===== src/rtl/thd_meas_ctrl_if.sv =====
// Capture/FFT handshake between the THD measurement sequencer (master)
// and the ADC capture / FFT datapath (slave).
interface thd_meas_ctrl_if;
  localparam int unsigned DATA_W = 16;

  logic              cap_start;
  logic              cap_done;
  logic              fft_start;
  logic              res_valid;
  logic [DATA_W-1:0] max_index;
  logic [DATA_W-1:0] thd_in;

  modport master (
    output cap_start,
    output fft_start,
    input  cap_done,
    input  res_valid,
    input  max_index,
    input  thd_in
  );

  modport slave (
    input  cap_start,
    input  fft_start,
    output cap_done,
    output res_valid,
    output max_index,
    output thd_in
  );
endinterface


===== src/rtl/thd_meas_ctrl.sv =====
// THD measurement sequencer: capture -> FFT -> bin check, with timeouts and result latch.
// THD_AUTORANGE_EN enables sample-rate auto-ranging; otherwise the rate comes from manual_rate.
module thd_meas_ctrl #(
  parameter int unsigned TIMEOUT_CYC = 50_000_000,
  parameter int unsigned SETTLE_CYC  = 1024,
  parameter int unsigned BIN_LO      = 32,
  parameter int unsigned BIN_HI      = 400,
  parameter int unsigned MAX_RETRY   = 3
) (
  input  logic            sys_clk,
  input  logic            sys_rst_n,
  input  logic            start,
  input  logic            auto_mode,
  input  logic [1:0]      manual_rate,
  output logic [1:0]      rate_sel,
  thd_meas_ctrl_if.master dp,
  output logic [15:0]     thd_out,
  output logic [1:0]      rate_out,
  output logic            busy,
  output logic            done,
  output logic [1:0]      err
);

  localparam int unsigned DATA_W = 16;
  localparam int unsigned TO_W   = (TIMEOUT_CYC > 1) ? $clog2(TIMEOUT_CYC) : 1;
  localparam int unsigned SET_W  = (SETTLE_CYC > 0) ? $clog2(SETTLE_CYC + 1) : 1;
  localparam int unsigned RTY_W  = (MAX_RETRY > 0) ? $clog2(MAX_RETRY + 1) : 1;

  localparam logic [1:0] ERR_OK      = 2'b00;
  localparam logic [1:0] ERR_TIMEOUT = 2'b01;
  localparam logic [1:0] ERR_RANGE   = 2'b10;
  localparam logic [1:0] ERR_RETRY   = 2'b11;

  typedef enum logic [2:0] {
    IDLE, SETTLE, CAPTURE, WAIT_CAP, FFT, WAIT_FFT, CHECK, DONE
  } state_t;

  state_t            state, state_nxt;
  logic [TO_W-1:0]   to_cnt, to_cnt_nxt;
  logic [SET_W-1:0]  set_cnt, set_cnt_nxt;
  logic [RTY_W-1:0]  retry_cnt, retry_nxt;
  logic [DATA_W-1:0] idx_q, idx_nxt;
  logic [DATA_W-1:0] thd_q, thd_q_nxt;
  logic [DATA_W-1:0] thd_out_nxt;
  logic [1:0]        rate_sel_nxt, rate_out_nxt, err_nxt;
  logic [1:0]        want_rate, start_rate, chk_err;
  logic              chk_rerange, to_hit, set_hit;
  logic              unused_ok;

  assign to_hit  = (to_cnt == TO_W'(TIMEOUT_CYC - 1));
  assign set_hit = (set_cnt == SET_W'(SETTLE_CYC));

`ifdef THD_AUTORANGE_EN
  localparam state_t START_ST = CAPTURE;

  logic idx_high, idx_low, want_ok;

  // Bin check: too high a bin wants a faster rate (lower code), too low a slower one.
  always_comb begin
    idx_high    = (idx_q > DATA_W'(BIN_HI));
    idx_low     = (idx_q < DATA_W'(BIN_LO));
    want_rate   = rate_sel;
    want_ok     = 1'b1;
    chk_rerange = 1'b0;
    chk_err     = ERR_OK;
    if (idx_high) begin
      want_ok   = (rate_sel != 2'd0);
      want_rate = rate_sel - 2'd1;
    end else if (idx_low) begin
      want_ok   = (rate_sel < 2'd2);
      want_rate = rate_sel + 2'd1;
    end
    if (idx_high || idx_low) begin
      if (!want_ok)                               chk_err = ERR_RANGE;
      else if (retry_cnt == RTY_W'(MAX_RETRY))    chk_err = ERR_RETRY;
      else                                        chk_rerange = 1'b1;
    end
  end

  assign start_rate = rate_sel;
  assign unused_ok  = ^manual_rate;
`else
  localparam state_t START_ST = SETTLE;

  assign chk_rerange = 1'b0;
  assign chk_err     = ERR_OK;
  assign want_rate   = rate_sel;
  // Code 3 is not a valid mux setting; clamp to the slowest rate.
  assign start_rate  = (manual_rate == 2'd3) ? 2'd2 : manual_rate;
  assign unused_ok   = ^{idx_q, retry_cnt, DATA_W'(BIN_LO), DATA_W'(BIN_HI), RTY_W'(MAX_RETRY)};
`endif

  // Next-state logic.
  always_comb begin
    state_nxt = state;
    case (state)
      IDLE:     if (start) state_nxt = START_ST;
      SETTLE:   if (set_hit) state_nxt = CAPTURE;
      CAPTURE:  state_nxt = WAIT_CAP;
      WAIT_CAP: begin
        if (dp.cap_done)  state_nxt = FFT;
        else if (to_hit)  state_nxt = DONE;
      end
      FFT:      state_nxt = WAIT_FFT;
      WAIT_FFT: begin
        if (dp.res_valid) state_nxt = CHECK;
        else if (to_hit)  state_nxt = DONE;
      end
      CHECK:    state_nxt = chk_rerange ? SETTLE : DONE;
      DONE:     state_nxt = auto_mode ? CAPTURE : IDLE;
      default:  state_nxt = IDLE;
    endcase
  end

  // Datapath/output next values; counters restart from zero whenever their state is left.
  always_comb begin
    rate_sel_nxt = rate_sel;
    rate_out_nxt = rate_out;
    thd_out_nxt  = thd_out;
    err_nxt      = err;
    retry_nxt    = retry_cnt;
    idx_nxt      = idx_q;
    thd_q_nxt    = thd_q;
    to_cnt_nxt   = '0;
    set_cnt_nxt  = '0;
    case (state)
      IDLE: begin
        if (start) begin
          err_nxt      = ERR_OK;
          retry_nxt    = '0;
          rate_sel_nxt = start_rate;
        end
      end
      SETTLE: begin
        if (!set_hit) set_cnt_nxt = set_cnt + SET_W'(1);
      end
      WAIT_CAP: begin
        if (!dp.cap_done) begin
          if (to_hit) err_nxt    = ERR_TIMEOUT;
          else        to_cnt_nxt = to_cnt + TO_W'(1);
        end
      end
      WAIT_FFT: begin
        if (dp.res_valid) begin
          idx_nxt   = dp.max_index;
          thd_q_nxt = dp.thd_in;
        end else if (to_hit) begin
          err_nxt = ERR_TIMEOUT;
        end else begin
          to_cnt_nxt = to_cnt + TO_W'(1);
        end
      end
      CHECK: begin
        if (chk_rerange) begin
          rate_sel_nxt = want_rate;
          retry_nxt    = retry_cnt + RTY_W'(1);
        end else begin
          err_nxt      = chk_err;
          thd_out_nxt  = thd_q;
          rate_out_nxt = rate_sel;
        end
      end
      DONE: begin
        if (auto_mode) begin
          err_nxt   = ERR_OK;
          retry_nxt = '0;
        end
      end
      default: ;
    endcase
  end

  // State and registered outputs; strobes are decoded from the next state.
  always_ff @(posedge sys_clk or negedge sys_rst_n) begin
    if (!sys_rst_n) begin
      state        <= IDLE;
      to_cnt       <= '0;
      set_cnt      <= '0;
      retry_cnt    <= '0;
      idx_q        <= '0;
      thd_q        <= '0;
      rate_sel     <= 2'd0;
      rate_out     <= 2'd0;
      thd_out      <= '0;
      err          <= ERR_OK;
      busy         <= 1'b0;
      done         <= 1'b0;
      dp.cap_start <= 1'b0;
      dp.fft_start <= 1'b0;
    end else begin
      state        <= state_nxt;
      to_cnt       <= to_cnt_nxt;
      set_cnt      <= set_cnt_nxt;
      retry_cnt    <= retry_nxt;
      idx_q        <= idx_nxt;
      thd_q        <= thd_q_nxt;
      rate_sel     <= rate_sel_nxt;
      rate_out     <= rate_out_nxt;
      thd_out      <= thd_out_nxt;
      err          <= err_nxt;
      busy         <= (state_nxt != IDLE);
      done         <= (state_nxt == DONE);
      dp.cap_start <= (state_nxt == CAPTURE);
      dp.fft_start <= (state_nxt == FFT);
    end
  end

endmodule

===== src/flat_wrapper.sv =====
// flat-port wrapper written by rule: the top's interface ports become plain ports
module thd_meas_ctrl_flat 
#(
  parameter int unsigned TIMEOUT_CYC = 50_000_000,
  parameter int unsigned SETTLE_CYC  = 1024,
  parameter int unsigned BIN_LO      = 32,
  parameter int unsigned BIN_HI      = 400,
  parameter int unsigned MAX_RETRY   = 3
)
  (sys_clk, sys_rst_n, start, auto_mode, manual_rate, rate_sel, thd_out, rate_out, busy, done, err, dp_cap_start, dp_fft_start, dp_cap_done, dp_res_valid, dp_max_index, dp_thd_in);
  thd_meas_ctrl_if dp_i ();
  input  logic sys_clk;
  input  logic sys_rst_n;
  input  logic start;
  input  logic auto_mode;
  input  logic [1:0] manual_rate;
  output logic [1:0] rate_sel;
  output logic [15:0] thd_out;
  output logic [1:0] rate_out;
  output logic busy;
  output logic done;
  output logic [1:0] err;
  output wire logic [$bits(dp_i.cap_start)-1:0] dp_cap_start;
  output wire logic [$bits(dp_i.fft_start)-1:0] dp_fft_start;
  input wire logic [$bits(dp_i.cap_done)-1:0] dp_cap_done;
  input wire logic [$bits(dp_i.res_valid)-1:0] dp_res_valid;
  input wire logic [$bits(dp_i.max_index)-1:0] dp_max_index;
  input wire logic [$bits(dp_i.thd_in)-1:0] dp_thd_in;
  assign dp_cap_start = dp_i.cap_start;
  assign dp_fft_start = dp_i.fft_start;
  assign dp_i.cap_done = dp_cap_done;
  assign dp_i.res_valid = dp_res_valid;
  assign dp_i.max_index = dp_max_index;
  assign dp_i.thd_in = dp_thd_in;
  thd_meas_ctrl #(.TIMEOUT_CYC(TIMEOUT_CYC), .SETTLE_CYC(SETTLE_CYC), .BIN_LO(BIN_LO), .BIN_HI(BIN_HI), .MAX_RETRY(MAX_RETRY)) u_core (.sys_clk(sys_clk), .sys_rst_n(sys_rst_n), .start(start), .auto_mode(auto_mode), .manual_rate(manual_rate), .rate_sel(rate_sel), .dp(dp_i), .thd_out(thd_out), .rate_out(rate_out), .busy(busy), .done(done), .err(err));
endmodule

===== config.mk =====
export PLATFORM = sky130hd
export DESIGN_NAME = thd_meas_ctrl_flat
export DESIGN_NICKNAME = d
export VERILOG_FILES = /design/src/rtl/thd_meas_ctrl_if.sv /design/src/rtl/thd_meas_ctrl.sv /design/src/flat_wrapper.sv
export SDC_FILE = /design/constraint.sdc
export NUM_CORES = 1
export LEC_CHECK = 0
export CAP_MARGIN = 20
export CORE_MARGIN = 2
export CORE_UTILIZATION = 30
export DETAILED_ROUTE_END_ITERATION = 10
export PLACE_DENSITY_LB_ADDON = 0.3
export SYNTH_ARGS = -nofsm -noshare
export SYNTH_HDL_FRONTEND = slang
export SYNTH_SLANG_ARGS = --single-unit

===== constraint.sdc =====
create_clock -name sys_clk -period 1.9 [get_ports sys_clk]
set_input_delay 0.475 -clock sys_clk [delete_from_list [all_inputs] [get_ports sys_clk]]
set_output_delay 0.475 -clock sys_clk [all_outputs]
set_load 0.02 [all_outputs]

==> results of run 1 <==
[cell families (layout without fill, tap and decap cells)]
kind of cell | count (synthesis) | in the layout
AOI/OAI and AO/OA | 18 | 18
xor gates and xnor gates | 34 | 34
adders and majority gates | 3 | 3
buffers and inverters | 20 | 103
DFF | 81 | 81
muxes | 35 | 35
other | 1 | 1
and+or+nand+nor | 131 | 131
[flip-flops by register name (all words and copies together) (netlist names)]
register and cells:
u_core.busy 1, u_core.done 1, u_core.dp.cap_start 1, u_core.dp.fft_start 1
u_core.err 1, u_core.rate_out 2, u_core.rate_sel 2, u_core.set_cnt 11
u_core.state 3, u_core.thd_out 16, u_core.thd_q 16, u_core.to_cnt 26
[worst min-delay path by stage]
stage	startpoint	end	slack, ns	cells after the start
after global routing	sys_rst_n	u_core.thd_out[0]$_DFFE_PN0N_	0.18	1
after detailed placement	u_core.thd_q[9]$_DFFE_PN0P_	u_core.thd_out[9]$_DFFE_PN0N_	0.49	1
after global placement	u_core.thd_q[10]$_DFFE_PN0P_	u_core.thd_out[10]$_DFFE_PN0N_	0.48	1
after floorplan	sys_rst_n	u_core.busy$_DFF_PN0_	0.18	0
after CTS	sys_rst_n	u_core.thd_q[0]$_DFFE_PN0P_	0.15	1
final	sys_rst_n	u_core.thd_out[2]$_DFFE_PN0N_	0.13	1
[worst max-delay path: cells and delay by family (launching register included)]
kind                     cells  cell delay [ns]
AND/OR/NAND/NOR              3             0.82
flip-flops                   1             0.37
adder cells (fa/ha/maj)      1             0.20
AO/OA/AOI/OAI                1             0.20
buffers and inverters        1             0.16
[report_power, final]
part,internal [µW],total [µW],switching (µW),leakage (µW)
sequential,2130,2390,259,0.00107
combinational,938,1740,806,0.000822
clock,988,1640,650,0.000145
[synth_stat cells (all sizes together)]
cell type / n / area [µm²]
nand2b: 3 / 18.77
a32oi: 1 / 8.760
nand3: 18 / 95.09
a211oi: 3 / 22.52
ha: 3 / 37.54
nand2: 16 / 60.06
a31oi: 1 / 6.260
nor3: 5 / 25.02
nor3b: 4 / 30.03
mux2: 35 / 394.1
buf: 8 / 58.80
nand3b: 3 / 22.52
o31ai: 1 / 7.510
nor2: 50 / 187.7
conb: 1 / 3.750
and4: 3 / 26.28
nor4: 4 / 25.02
and3: 7 / 43.79
nand4: 6 / 37.54
nor2b: 3 / 18.77
xor2: 12 / 105.1
and2: 3 / 18.77
clkbuf: 6 / 22.52
o21bai: 1 / 7.510
a21oi: 5 / 25.02
and4b: 1 / 10.01
or4: 1 / 11.26
inv: 6 / 22.52
xnor2: 22 / 192.7
o21ai: 6 / 30.03
dfrtp: 81 / 2027
nor4b: 4 / 35.03
[cell type report]
class,count,area share
Clock inverter,4,0.005450
Clock buffer,12,0.05528
Multi-Input combinational cell,222,0.3185
Tap cell,147,0.03815
Inverter,6,0.004672
Sequential cell,81,0.4207
Timing Repair Buffer,81,0.1573
[per-layer routing]
metal,global-route usage,wire (µm)
met5,0,0
met4,0.06667,146
met3,0.01959,287
met2,0.1972,3425
met1,0.1483,3291
[per-stage QoR]
stage | worst slack, ns | util | total power (µW)
after floorplan | -0.004478 | - | 3388
after global placement | -0.1571 | 0.3772 | 4095
after detailed placement | -0.1708 | 0.3772 | 4160
after CTS | -0.0007114 | 0.4018 | 5840
after global routing | -0.02844 | 0.4047 | 6137
final | 0.04015 | 0.4047 | 5773
[repair_timing]
action | 4_1_cts | 5_1_grt
hold buffers | 0 | 0
gates resized for setup | 0 | 8
pin swaps | 0 | 1
gates cloned | 0 | 0
setup endpoints to repair | 2 | 29
==> reports/results.ini, run 1 <==
[floorplanning]
core_area_um2 = 11910
die_h_um = 114.1
die_w_um = 114.1
io_pins = 66
rows = 40
dieArea_um2 = 13020
start_util = 0.3054

[timing]
slew_viol_final = 0
relSlewSlack = 0.6386
fin_crit_ns = 1.860
fin_hold_ws_ns = 0.1278
setup_viol = 0
final.setup_skew_ns = 0.005567
finalSetupTns_ns = 0
hold_viol = 0
period_share = 0.9789
rsz0062_at_grt = true
tightest_slew_ns = 0.5421
max_freq_ghz = 0.5377

[setup_path]
r2r_end = u_core.done$_DFF_PN0_
endpoint = u_core.done$_DFF_PN0_
slowest_stage = or4_4
required_ns = 2.13
path_class = reg2reg
critical_path_arrival_ns = 2.09
rrSetupSlack_ns = 0.04
path_max_fanout = 3
timing.rr.start = u_core.to_cnt[1]$_DFF_PN0_
cp-end-kind = flip-flop
max_stage_delay_ns = 0.51
crit_path_start = u_core.to_cnt[1]$_DFF_PN0_
path_cells = ha_2, and4_4, nand3_2, or4_4, buf_4, a211oi_1
reg2reg_depth = 6
crit_path_start_kind = flip-flop

[pwr]
power.static_leakage_uw = 0.002034
powerDensity_nw_per_um2 = 1197
ir_drop_mv = 0.4517

[global_routing]
grt-ovfl-total = 0
grt_antenna_before_repair = 0
grt_usage = 0.1191
grt_pass1_wl_um = 12320
first_global_vias = 2653
grt_start_max_net_pins = 43

[synthesis]
synth_mux_area_frac = 0.1084
syn_area_per_cell_um2 = 11.26
ys_seq_area_frac = 0.5573
syn_nets = 366
syn-cell-area_um2 = 3637
synthCells = 323
synthSimpleGateAreaFrac = 0.1830
synth_compound_area_frac = 0.02958
synth_top_family_by_area = simple AND/OR/NAND/NOR gates
ys_types = 36
synth-seq-cells = 81
synth-xor-area-share = 0.08187
yosysWarnings = 0
synthAdderAreaFrac = 0.01032

[cells_and_area]
nFillCells = 1159
final_common_cell = dfrtp_1
drive_above_1_share = 0.2315
n_antenna_cell = 0
final_cell_mix = dfrtp_1, nor2_1, clkdlybuf4s50_1
seqCellArea_um2 = 2028
multi_input_area_um2 = 1535
finalNonFillerCells = 553
finish.instance_area_um2 = 4821
syn2layout_area_growth_pct = 32.54
final_net_count = 444

[drt]
first_iter_violations = 115
vias_per_cell = 4.665
wl_per_cell_um = 12.93
drc = 0
first_pass_iters = 6
wl_um = 7151
antenna_left = 0
via_count = 2580

[clock_tree]
htreeDepth = 3
cts_buffer_depth = 2
path_clk_slew_ns = 0.06
cts-root-buf = clkbuf_16
cts.sinks = 81
clock_latency_ns = 0.33
cts_tree = yes
numCtsBuffers = 9
cts_setup_buffers = 0

[placed_design]
gp_congestion = 0.7819
hpwl_um = 5107
io_buffers = 48
dpl.cell_count = 537
post_dp_cell_area_um2 = 4493

[run_status]
status = finished, final reports clean

[min_path]
hold_path.class = in2async

[job]
max_cap_violations = 0

Note: power is estimated with default switching activity, not from simulation.
==> run 2: changes to the inputs <==
--- a/config.mk
+++ b/config.mk
@@ -9,6 +9,7 @@
 export CORE_MARGIN = 2
 export CORE_UTILIZATION = 30
 export DETAILED_ROUTE_END_ITERATION = 10
+export HOLD_SLACK_MARGIN = 0.1
 export PLACE_DENSITY_LB_ADDON = 0.3
 export SYNTH_ARGS = -nofsm -noshare
 export SYNTH_HDL_FRONTEND = slang
==> results of run 2 <==
Final layout, timing and power as in run 1 (identical DEF).
==> run 3: changes to the inputs <==
--- a/config.mk
+++ b/config.mk
@@ -14,3 +14,4 @@
 export SYNTH_ARGS = -nofsm -noshare
 export SYNTH_HDL_FRONTEND = slang
 export SYNTH_SLANG_ARGS = --single-unit
+export TNS_END_PERCENT = 20
==> results of run 3 <==
Final layout, timing and power as in run 1 (identical DEF).
